===== config.mk =====
export PLATFORM = sky130hd
export DESIGN_NAME = fir_sample_fifo
export DESIGN_NICKNAME = d
export VERILOG_FILES = /design/src/rtl/fir_sample_fifo.sv
export SDC_FILE = /design/constraint.sdc
export NUM_CORES = 1
export LEC_CHECK = 0
export ABC_AREA = 1
export BUFFER_PORTS_ARGS = -buffer_cell sky130_fd_sc_hd__buf_2
export CORE_MARGIN = 2
export CORE_UTILIZATION = 25
export DETAILED_ROUTE_END_ITERATION = 7
export SLEW_MARGIN = 20
export SYNTH_ARGS = -nofsm -noshare
export SYNTH_HDL_FRONTEND = slang
export SYNTH_SLANG_ARGS = --single-unit

===== constraint.sdc =====
create_clock -name i_clk -period 14.05 [get_ports i_clk]
set_input_delay 2.1075 -clock i_clk [delete_from_list [all_inputs] [get_ports i_clk]]
set_output_delay 2.1075 -clock i_clk [all_outputs]
set_load 0.02 [all_outputs]

===== src/rtl/fir_sample_fifo.sv =====
// fir_sample_fifo: first-word-fall-through sample buffer feeding a multi-cycle FIR
//
// Ports:
//   i_clk, i_rst      clock (rising edge), asynchronous active-high reset
//   i_en              global enable; low holds all state except the overflow clear
//   iv_din            sample from the free-running source
//   i_din_valid       one-cycle write strobe from the source
//   ov_dout           registered head sample, stable until consumed
//   o_dout_valid      head sample valid
//   i_ready           consume strobe from the FIR
//   ov_count          fill level
//   o_empty, o_full   fill level == 0 / == DEPTH
//   o_almost_full     fill level >= ALMOST_FULL
//   o_overflow        sticky: a sample was dropped
//   i_clr_overflow    clears o_overflow (a same-edge overflow wins)
module fir_sample_fifo #(
    parameter int DATA_WIDTH  = 24,
    parameter int DEPTH       = 8,
    parameter int ALMOST_FULL = 6
) (
    input  logic                       i_clk,
    input  logic                       i_rst,
    input  logic                       i_en,
    input  logic [DATA_WIDTH-1:0]      iv_din,
    input  logic                       i_din_valid,
    output logic [DATA_WIDTH-1:0]      ov_dout,
    output logic                       o_dout_valid,
    input  logic                       i_ready,
    output logic [$clog2(DEPTH):0]     ov_count,
    output logic                       o_empty,
    output logic                       o_full,
    output logic                       o_almost_full,
    output logic                       o_overflow,
    input  logic                       i_clr_overflow
);
    localparam int AW = $clog2(DEPTH);
    localparam int CW = AW + 1;

    logic [DATA_WIDTH-1:0] mem [DEPTH];
    logic [AW-1:0]         wr_ptr, rd_ptr, rd_ptr_n;
    logic [CW-1:0]         remain, count_n;
    logic [DATA_WIDTH-1:0] dout_n;
    logic                  push, pop, push_ok;

    // The head lives in mem as well; ov_dout is a registered copy of the
    // entry that will be at rd_ptr after this edge. When the FIFO drains to
    // nothing but the incoming sample, that sample bypasses mem.
    always_comb begin
        push     = i_en & i_din_valid;
        pop      = i_en & i_ready & o_dout_valid;
        push_ok  = push & (~o_full | pop);
        remain   = ov_count - CW'(pop);
        count_n  = remain + CW'(push_ok);
        rd_ptr_n = rd_ptr + AW'(pop);
        dout_n   = (count_n == '0) ? ov_dout : (remain == '0) ? iv_din : mem[rd_ptr_n];
    end

    always_ff @(posedge i_clk or posedge i_rst) begin
        if (i_rst) begin
            for (int i = 0; i < DEPTH; i++) mem[i] <= '0;
            wr_ptr        <= '0;
            rd_ptr        <= '0;
            ov_count      <= '0;
            ov_dout       <= '0;
            o_dout_valid  <= 1'b0;
            o_empty       <= 1'b1;
            o_full        <= 1'b0;
            o_almost_full <= 1'b0;
            o_overflow    <= 1'b0;
        end else begin
            if (push_ok) begin
                mem[wr_ptr] <= iv_din;
                wr_ptr      <= wr_ptr + AW'(1);
            end
            rd_ptr        <= rd_ptr_n;
            ov_count      <= count_n;
            ov_dout       <= dout_n;
            o_dout_valid  <= count_n != '0;
            o_empty       <= count_n == '0;
            o_full        <= count_n == CW'(DEPTH);
            o_almost_full <= count_n >= CW'(ALMOST_FULL);
            o_overflow    <= (push & o_full & ~pop) | (o_overflow & ~i_clr_overflow);
        end
    end
endmodule


Word-level counts from Yosys, hierarchy flattened
Index checks and enable logic that the tools add are counted.
{"block": "totals", "word_cells": 51, "input_bits": 30, "reg_bits": 231}
{"block": "op_classes", "mux": 7, "eq_ne": 1, "add_sub_neg": 4, "bitwise_logic": 14, "n_reduce_logical": 4, "n_lt_le_gt_ge": 4}
{"op": "$bwmux 192", "count": 1}
{"op": "$mux 24", "count": 4}
{"op": "$bmux 24 s3", "count": 1}
{"op": "$demux 24 s3", "count": 1}
{"op": "$ge 4x4->1 const B", "count": 2}
{"op": "$logic_not 4->1", "count": 2}
{"op": "$not 3->4", "count": 2}
{"op": "$and 1x1->1", "count": 7}
{"op": "$add 4x1->4", "count": 1}
{"op": "$eq 4x4->1 const B", "count": 1}
{"op": "$ge 4x3->1 const B", "count": 1}
{"op": "$lt 4x1->1 const B", "count": 1}
{"op": "$reduce_bool 4->1", "count": 1}
{"op": "$sub 4x1->4", "count": 1}
{"op": "$add 3x1->3", "count": 1}
{"op": "$add 3x1->3 const B", "count": 1}
{"op": "$not 1->1", "count": 3}
{"op": "$or 1x1->1", "count": 2}
{"op": "$logic_and 1x1->1", "count": 1}

Depth between registers and ports, before layout
Gate-level depths: netlist of run 1.
{"block": "depth", "word_depth": 8, "mapped_depth": 16, "mapped_depth_nobuf": 14}

Worst setup path before layout of run 1
No wires, ideal clock.
{"block": "synth_path", "path_type": "input to register", "start": "input i_ready", "end": "register ov_dout[10]", "stages": 11, "path_buffers": 1, "path_slack_ns": 9.948, "setup_time_ns": 0.066, "arrival_time_ns": 4.036, "cell_sequence": "nand3_1 nand2_1 nand3_2 clkinv_4 ha_1 ha_1 or2_2 nor2_2 clkbuf_1 nand4_1 nand2_1"}
{"block": "synth_via", "word_cells_on_any_way": 14, "classes_between": "add/sub: 3; mux: 4; bitwise: 5; reduce/logical: 2"}
{"item": "start: declaration", "line": "28", "text": "input logic i_ready,"}
{"item": "$and 1x1->1 (2 in series)", "line": "50", "text": "pop = i_en & i_ready & o_dout_valid;"}
{"item": "$or 1x1->1", "line": "51", "text": "push_ok = push & (~o_full | pop);"}
{"item": "$and 1x1->1", "line": "51"}
{"item": "net push_ok", "line": "43", "text": "logic push, pop, push_ok;"}
{"item": "$add 4x1->4", "line": "53", "text": "count_n = remain + CW'(push_ok);"}
{"item": "net count_n[1]", "line": "41", "text": "logic [CW-1:0] remain, count_n;"}
{"item": "$logic_not 4->1", "line": "55", "text": "dout_n = (count_n == '0) ? ov_dout : (remain == '0) ? iv_din : mem[rd_ptr_n];"}
{"item": "end signal: assignment", "line": "77", "text": "ov_dout <= dout_n;"}
{"item": "end: declaration", "line": "26", "text": "output logic [DATA_WIDTH-1:0] ov_dout,"}
The timed path passes the listed nets, and every way through them passes these cells. The select of a mux whose other input is x is not followed.
A chain may end at the register's enable or synchronous reset.

Worst setup path in the final report of run 1
{"block": "layout_path", "start": "input i_en", "end": "register ov_dout[4]"}
{"block": "layout_via", "elab_chain_cells": 8, "word_cells_on_any_way": 15, "classes_between": "add/sub: 3; mux: 4; bitwise: 6; reduce/logical: 2"}
{"item": "start: declaration", "line": "23", "text": "input logic i_en,"}
{"item": "$and 1x1->1 (2 in series)", "line": "50"}
{"item": "$add 3x1->3", "line": "54", "text": "rd_ptr_n = rd_ptr + AW'(pop);"}
{"item": "net rd_ptr_n[0]", "line": "40", "text": "logic [AW-1:0] wr_ptr, rd_ptr, rd_ptr_n;"}
{"item": "$not 3->4 (not written as such)", "line": "55"}
{"item": "$bmux 24 s3", "line": "55"}
{"item": "$mux 24 (not written as such) (2 in series)", "line": "55"}
{"item": "$mux 24", "line": "55"}
The timed path passes the listed nets, and every way through them passes these cells. The select of a mux whose other input is x is not followed.

==> out/results.md, run 1 <==
* Hold Crit Depth: 2
* pin count of the biggest net entering global routing: 85
* post-synth top area share: 49.6%
* Post-Syn Instances: 1,555
* leakage power total: 7.00 nW
* # diodes: 0
* Fmax achieved: 0.227 GHz
* switching component of the power: 1.46 mW
* Logic pwr share: 46.2%
* chip width: 219 µm
* DR vias: 9,843
* worst setup slack after placement: 9.14 ns
* Critical Path End Type: flip-flop
* crit path launch: i_en
* die footprint: 48,200 µm²
* post-route fraction of the period consumed by the critical path: 31.4%
* CTS Buffer Depth: 3
* worst path arrival time: 4.83 ns
* TNS Setup: 0 ns
* number of buffers added for setup after CTS: 0
* Worst R2R End: ov_dout[11]
* Worst EP required: 14.47 ns
* number of cells on the critical path: 15
* Relative slew margins: 30.5%
* first drt pass iteration count: 5
* number of I/O pins: 63
* Crit path top cell by count: nand2_1
* effective utilization at floorplan: 25.5%
* sequential share of power: 34.5%
* length in cells of the worst reg-to-reg path: 15
* count of endpoints failing hold in the final timing report: 0
* number of flops mapped to enable cells by yosys: 0
* most instantiated library cell after synthesis: nand2_1
* Final Wtd Congestion: 0.759
* drc violations: 0
* total power: 3.30 mW
* switching share of power: 44.4%
* cell area after technology mapping: 11,600 µm²
* CP max stage delay: 0.83 ns
* count of routing violations after the opening detailed-route iteration: 949
* # placed instances: 2,143
* class of the tightest hold or removal check: flip-flop to flip-flop
* CTS sink count: 231
* number of vias per cell after detailed routing: 4.50
* Post-CTS Hold Fix Bufs: 0
* area occupied by registers: 5780 µm²
* worst r2r src: o_dout_valid
* Post-layout nets: 1,607
* internal cell power: 1.83 mW
* final non-filler cell total: 2,188
* status: complete, no violations
* Min Clock Period, post-route: 4.41 ns
* fraction of layout instances using a drive strength above 1: 9.38%
* Total Routing Usage GR: 13.9%
* setup repair after global routing missed its margin: false
* capturing instance or port of the critical path: ov_dout[4]
* number of fill cells: 4,868
* flip-flop cell with the highest count after synthesis: dfrtp_1
* average footprint of a synthesized cell: 7.46 µm²
* Final setup viols: 0
* total placed instance area: 12,300 µm²
* setup clock skew after layout: 0.00847 ns
* critical-path cell list: buf_2 -> nand2_1 -> nor2_4 -> ha_4 -> inv_2 -> buf_4 -> nand2_1 -> nand3_1 -> nand2_1 -> nand2_1 -> nand2_1 -> nand2_1 -> nand2_1 -> nand2_1 -> nand2_1
* master of the slowest instance on the critical path: buf_4
* critical path type: input port to flip-flop
* number of H-tree branching levels: 1
* biggest area consumer among synthesized cells: dfrtp_1
* Buf/Inv on CP: 3
* cell area after layout: 13,100 µm²
* number of nets with antenna violations after detailed routing: 0
* worst IR drop on VDD: 0.107 mV
* clock power share: 19.3%
* Setup crit start kind: input port
* transition time of the tightest slew-check pin: 1.04 ns
* Seq/Total Area, Yosys: 49.8%
* standard-cell row count: 78
* die extent in y: 219 µm
* half-perimeter wire length after detailed placement: 18,400 µm
* vias in the first global route: 9,594
* Avg WL per Cell: 14.9 µm
* number of antenna violations at the first check in global routing: 0
* internal reg-to-reg setup slack: 10.94 ns
* slack of the critical path: 9.64 ns
* Final Max Tran Viols: 0
* asr flop ratio synth: 100%
* Power Density: 251 nW/µm²
* Core Region: 45,600 µm²
* number of gates given a new drive strength after cts: 0
* clock transition at the registers of the reported paths: 0.05 ns
* area of combinational cells with multiple inputs: 4470 µm²
* warning count from the yosys run: 0
* Routed WL: 32,600 µm
* synth cell count leaders: 620 x nand2_1, 235 x inv_1, 230 x dfrtp_1
* CTS tree: done
* area added between synthesis and finish: 13.3%
* IO buf count: 62
* flip-flop and latch count after synthesis: 231
* clock latency at the later pin of the worst-skew pair: 0.54 ns
* Root Buffer: clkbuf_16
* first-pass GRT wire length: 52,900 µm
* remaining global-route overflow: 0
* count of max-cap constraint violations: 0
* number of nets produced by synthesis: 1,591
* critical path peak fanout: 84
* TritonCTS Buffers: 25
* kind of cell with the highest combined delay on the critical path: buffers and inverters
* largest cells by area after synthesis: dfrtp_1 50%, nand2_1 20%, inv_1 7.6%
* Yosys cell types: 30
## registers in the layout (all words and copies together), names as in the netlist
signal and cells:
wr_ptr 3, ov_count 4, ov_dout 24, o_almost_full 1, rd_ptr 3, mem 192
o_full 1, o_dout_valid 1, o_overflow 1, o_empty 1
## power groups by stage
stage          clock (mW)  combinational [mW]  sequential (mW)
2_1_floorplan           0                1.12             1.15
3_3_place_gp            0                1.50             1.13
3_5_place_dp            0                1.53             1.14
4_1_cts             0.652                1.54             1.14
5_1_grt             0.680                1.78             1.17
6_report            0.636                1.52             1.14
## per-stage QoR
step,utilization [%],hold WS [ns]
2_1_floorplan,-,0.453
3_3_place_gp,27.1,0.465
3_5_place_dp,27.1,0.473
4_1_cts,28.8,0.488
5_1_grt,28.8,0.498
6_report,28.8,0.480
## worst min path at each step
stage	from	to	slack, ns
after floorplan	mem[0]	mem[0]	0.45
after global placement	mem[164]	mem[164]	0.47
after detailed placement	mem[162]	mem[162]	0.47
after CTS	mem[79]	mem[79]	0.49
after global routing	mem[152]	mem[152]	0.50
final	mem[2]	mem[2]	0.48
## area by class of cell
type,count,area share [%]
multi-input combinational,996,34.0
inverter,237,6.86
sequential,231,44.0
clock buffer,35,5.58
clock inverter,9,0.390
tap,600,5.71
timing repair buffer,80,3.48
## cell usage in the layout (no fill, tap or decap), types with 2 or more instances in the layout
cell       count
or2_2          2
clkbuf_8       7
buf_4         17
nor2_1         5
nand3_1       98
buf_2         62
nand2_2        2
nand3_2        6
dfrtp_1      230
ha_1           4
nand4_1       50
o21ai_0      156
nand2_1      620
clkbuf_16     25
clkbuf_1       3
nor2_4         2
clkinv_2       7
nand2_4        2
o21ai_1       36
xor2_1         2
nand4_2        2
nor2_2         2
inv_1        234
## metal layers
metal	global-route usage (%)	vias to the layer above	part of all wire (%)
li1	-	4837	-
met1	20.0	4686	48
met2	21.4	278	43
met3	2.45	42	6.5
met4	3.58	0	2.2
met5	0	-	0
## logic make-up after synthesis
| logic type | count (synthesis) | share of synthesized area (%) |
|---|---|---|
| AND/OR/NAND/NOR | 794 | 29.0 |
| adder cells (fa/ha/maj) | 6 | 0.647 |
| AO/OA/AOI/OAI | 193 | 8.34 |
| buffers and inverters | 328 | 11.9 |
| XOR/XNOR | 3 | 0.226 |
| flip-flops | 231 | 49.8 |
## worst min-delay path, cell delays in order, from the launching register on
cell and delay, ns:
dfrtp_1 0.34, nand2_1 0.05, o21ai_0 0.06
(Power assumes the default switching activity.)
==> run 2, diff against run 1 <==
ABC_AREA = 0   (was 1)
clock period = 3.8 ns   (was 14.05 ns; I/O delays follow)
==> out/results.md, run 2 <==
* total placed instance area: 11,400 µm², -7.7%
* Worst EP required: 4.18 ns, -10.29 ns
* number of buffers added for setup after CTS: 0, unchanged
* CP max stage delay: 0.72 ns, -0.11 ns
* number of nets with antenna violations after detailed routing: 0, unchanged
* critical-path cell list: nand3_1 -> inv_1 -> ha_1 -> ha_2 -> mux4_2 -> mux2i_1 -> a21oi_1 -> mux2_2
* most flop-heavy register: mem
* Core Region: 40,900 µm², -10%
* TritonCTS Buffers: 23, -8.0%
* post-route fraction of the period consumed by the critical path: 73.9%
* Avg WL per Cell: 19.2 µm, +29%
* leakage power total: 5.29 nW, -24%
* pin count of the biggest net entering global routing: 78, -8.2%
* effective utilization at floorplan: 25.4%, -0.029 points
* count of routing violations after the opening detailed-route iteration: 250, -74%
* CTS tree: done
* number of I/O pins: 63, unchanged
* Yosys cell types: 39, +30%
* Buf/Inv on CP: 1, -2
* sequential share of power: 38.0%, +3.5 points
* top library cells by usage in the layout, fill and taps aside: 230 x dfrtp_1, 194 x mux2_2, 62 x buf_2
* setup repair after global routing missed its margin: false
* Seq/Total Area, Yosys: 55.6%, +5.7 points
* average footprint of a synthesized cell: 15.7 µm², +110%
* number of H-tree branching levels: 1, unchanged
* warning count from the yosys run: 0, unchanged
* Fmax achieved: 0.356 GHz
* count of endpoints failing hold in the final timing report: 0, unchanged
* Final setup viols: 0, unchanged
* worst setup slack after placement: 0.655 ns, -8.48 ns
* asr flop ratio synth: 100%, unchanged
* count of max-cap constraint violations: 0, unchanged
* Post-Syn Instances: 661, -57%
* Logic pwr share: 43.5%, -2.7 points
* Min Clock Period, post-route: 2.81 ns
* drc violations: 0, unchanged
* worst path arrival time: 3.19 ns, -1.64 ns
* setup clock skew after layout: 0.00595 ns, -0.00252 ns
* Final Max Tran Viols: 0, unchanged
* flip-flop count of the largest register after layout: 192, unchanged
* critical path peak fanout: 18, -79%
* transition time of the tightest slew-check pin: 0.812 ns, -0.231 ns
* TNS Setup: 0 ns, unchanged
* internal cell power: 7.58 mW, +310%
* DR vias: 5,812, -41%
* slack of the critical path: 0.991 ns, -8.65 ns
* kind of cell with the highest combined delay on the critical path: multiplexers
* clock transition at the registers of the reported paths: 0.06 ns, about the same
* number of antenna violations at the first check in global routing: 4, +4
* number of gates given a new drive strength after cts: 0, unchanged
* registers with the highest flip-flop counts: mem: 192 flops, ov_dout: 24 flops, ov_count: 4 flops
* fraction of layout instances using a drive strength above 1: 50.1%, +41 points
* master of the slowest instance on the critical path: ha_2
* CTS Buffer Depth: 3, unchanged
* clock power share: 18.5%, -0.8 points
* post-synth top area share: 55.3%, +5.7 points
* area added between synthesis and finish: 15.9%
* synth cell count leaders: 230 x dfrtp_1, 194 x mux2_2, 48 x mux4_2
* clock latency at the later pin of the worst-skew pair: 0.50 ns, -0.04 ns
* status: complete, no violations
* biggest area consumer among synthesized cells: dfrtp_1
* number of vias per cell after detailed routing: 4.58, +1.8%
* Routed WL: 24,300 µm, -25%
* Setup crit start kind: flip-flop
* flip-flop and latch count after synthesis: 231, unchanged
* Power Density: 940 nW/µm², +270%
* # diodes: 0, unchanged
* IO buf count: 62, unchanged
* half-perimeter wire length after detailed placement: 13,900 µm, -24%
* switching component of the power: 3.75 mW, +160%
* largest cells by area after synthesis: dfrtp_1 55%, mux2_2 21%, mux4_2 10%
* Relative slew margins: 45.9%, +15 points
* most instantiated library cell after synthesis: dfrtp_1
* Post-layout nets: 759, -53%
* first drt pass iteration count: 4, -1
* number of flops mapped to enable cells by yosys: 0, unchanged
* die footprint: 43,300 µm², -10%
* Final Wtd Congestion: 0.671, -12%
* die extent in y: 208 µm, -5.2%
* worst IR drop on VDD: 0.553 mV, +410%
* chip width: 208 µm, -5.2%
* Post-CTS Hold Fix Bufs: 0, unchanged
* remaining global-route overflow: 0, unchanged
* Total Routing Usage GR: 11.3%, -2.6 points
* standard-cell row count: 74, -5.1%
* critical path type: flip-flop to flip-flop
* cell area after layout: 12,100 µm², -8.2%
* cell area after technology mapping: 10,400 µm², -10%
* vias in the first global route: 6,224, -35%
* Critical Path End Type: flip-flop
* first-pass GRT wire length: 38,300 µm, -28%
* number of nets produced by synthesis: 697, -56%
* Root Buffer: clkbuf_16
* class of the tightest hold or removal check: input port to async pin
* flip-flop cell with the highest count after synthesis: dfrtp_1
* most frequent standard cell in the layout excluding fill and tap cells: dfrtp_1
* CTS sink count: 231, unchanged
* switching share of power: 33.1%, -11 points
run 2: changes by cell type after synthesis, sizes merged, moves of 20 or more:
cell / previous run / this run
nand4: 53 / 1
a2bb2oi: 0 / 23
mux2i: 0 / 24
mux4: 0 / 48
nand3: 105 / 1
buf: 52 / 32
o21ai: 192 / 1
mux2: 0 / 194
a22o: 0 / 23
inv: 236 / 8
nand2: 624 / 31
clkbuf: 39 / 11
run 2: cells by family (layout without fill, tap and decap cells):
kind of cell             after synthesis  count (layout)  share of synthesized area, %
buffers and inverters                 51             127                          2.66
AND/OR/NAND/NOR                       51              51                          2.60
multiplexers                         266             266                          33.7
adder cells (fa/ha/maj)                6               6                         0.721
XOR/XNOR                               7               7                         0.733
flip-flops                           231             231                          55.6
AO/OA/AOI/OAI                         49              49                          4.05
run 2: worst paths after layout:
| path | start | endpoint | slack [ns] | depth (start not counted) |
|---|---|---|---|---|
| setup / recovery | o_dout_valid | ov_dout[23] | 0.99 | 8 |
| hold / removal | i_rst | o_overflow | 0.11 | 2 |
| setup reg to reg | o_dout_valid | ov_dout[23] | 0.99 | 8 |
| hold reg to reg | mem[101] | mem[101] | 0.50 | 1 |
| max in group asynchronous | i_rst | mem[104] | 2.51 | 3 |
| min in group i_clk | i_clr_overflow | o_overflow | 0.26 | 2 |
run 2: per-layer routing:
metal	track usage, %	part of all wire [%]	vias up
li1	-	-	2594
met1	14.1	44	3092
met2	19.8	50	78
met3	2.34	4.1	40
met4	2.74	2.0	8
met5	0	0.19	-
run 2: area by class of cell:
cell class,count,area (µm²)
Clock inverter,4,22.5
Fill cell,4116,28900
Tap cell,532,666
Multi-Input combinational cell,379,4370
Clock buffer,35,651
Sequential cell,231,5780
Inverter,8,33.8
Timing Repair Buffer,80,533
run 2: power groups by stage:
stage / sequential, mW / combinational, mW / clock (mW)
finish: 4.31 / 4.93 / 2.09
global route: 4.47 / 5.36 / 2.26
CTS: 4.32 / 5.03 / 2.16
detailed placement: 4.35 / 5.04 / 0
global placement: 4.32 / 4.93 / 0
floorplan: 4.34 / 3.77 / 0
run 2: metrics by stage:
stage               hold WS [ns]  std cells  util (%)  power [mW]
floorplan                  0.474        661         -        8.11
global placement           0.482       1230      27.8        9.25
detailed placement         0.489       1230      27.8        9.39
CTS                        0.109       1269      29.5        11.5
global route               0.137       1269      29.5        12.1
finish                     0.110       1269      29.5        11.3
run 2: worst reg2reg max path, delay by kind of cell, from the launching register on:
kind,cells,cell delay [ns]
fa+ha+maj,2,0.91
mux,3,1.05
buf+inv,1,0.07
compound gates,1,0.09
simple gates,1,0.20
flops,1,0.38
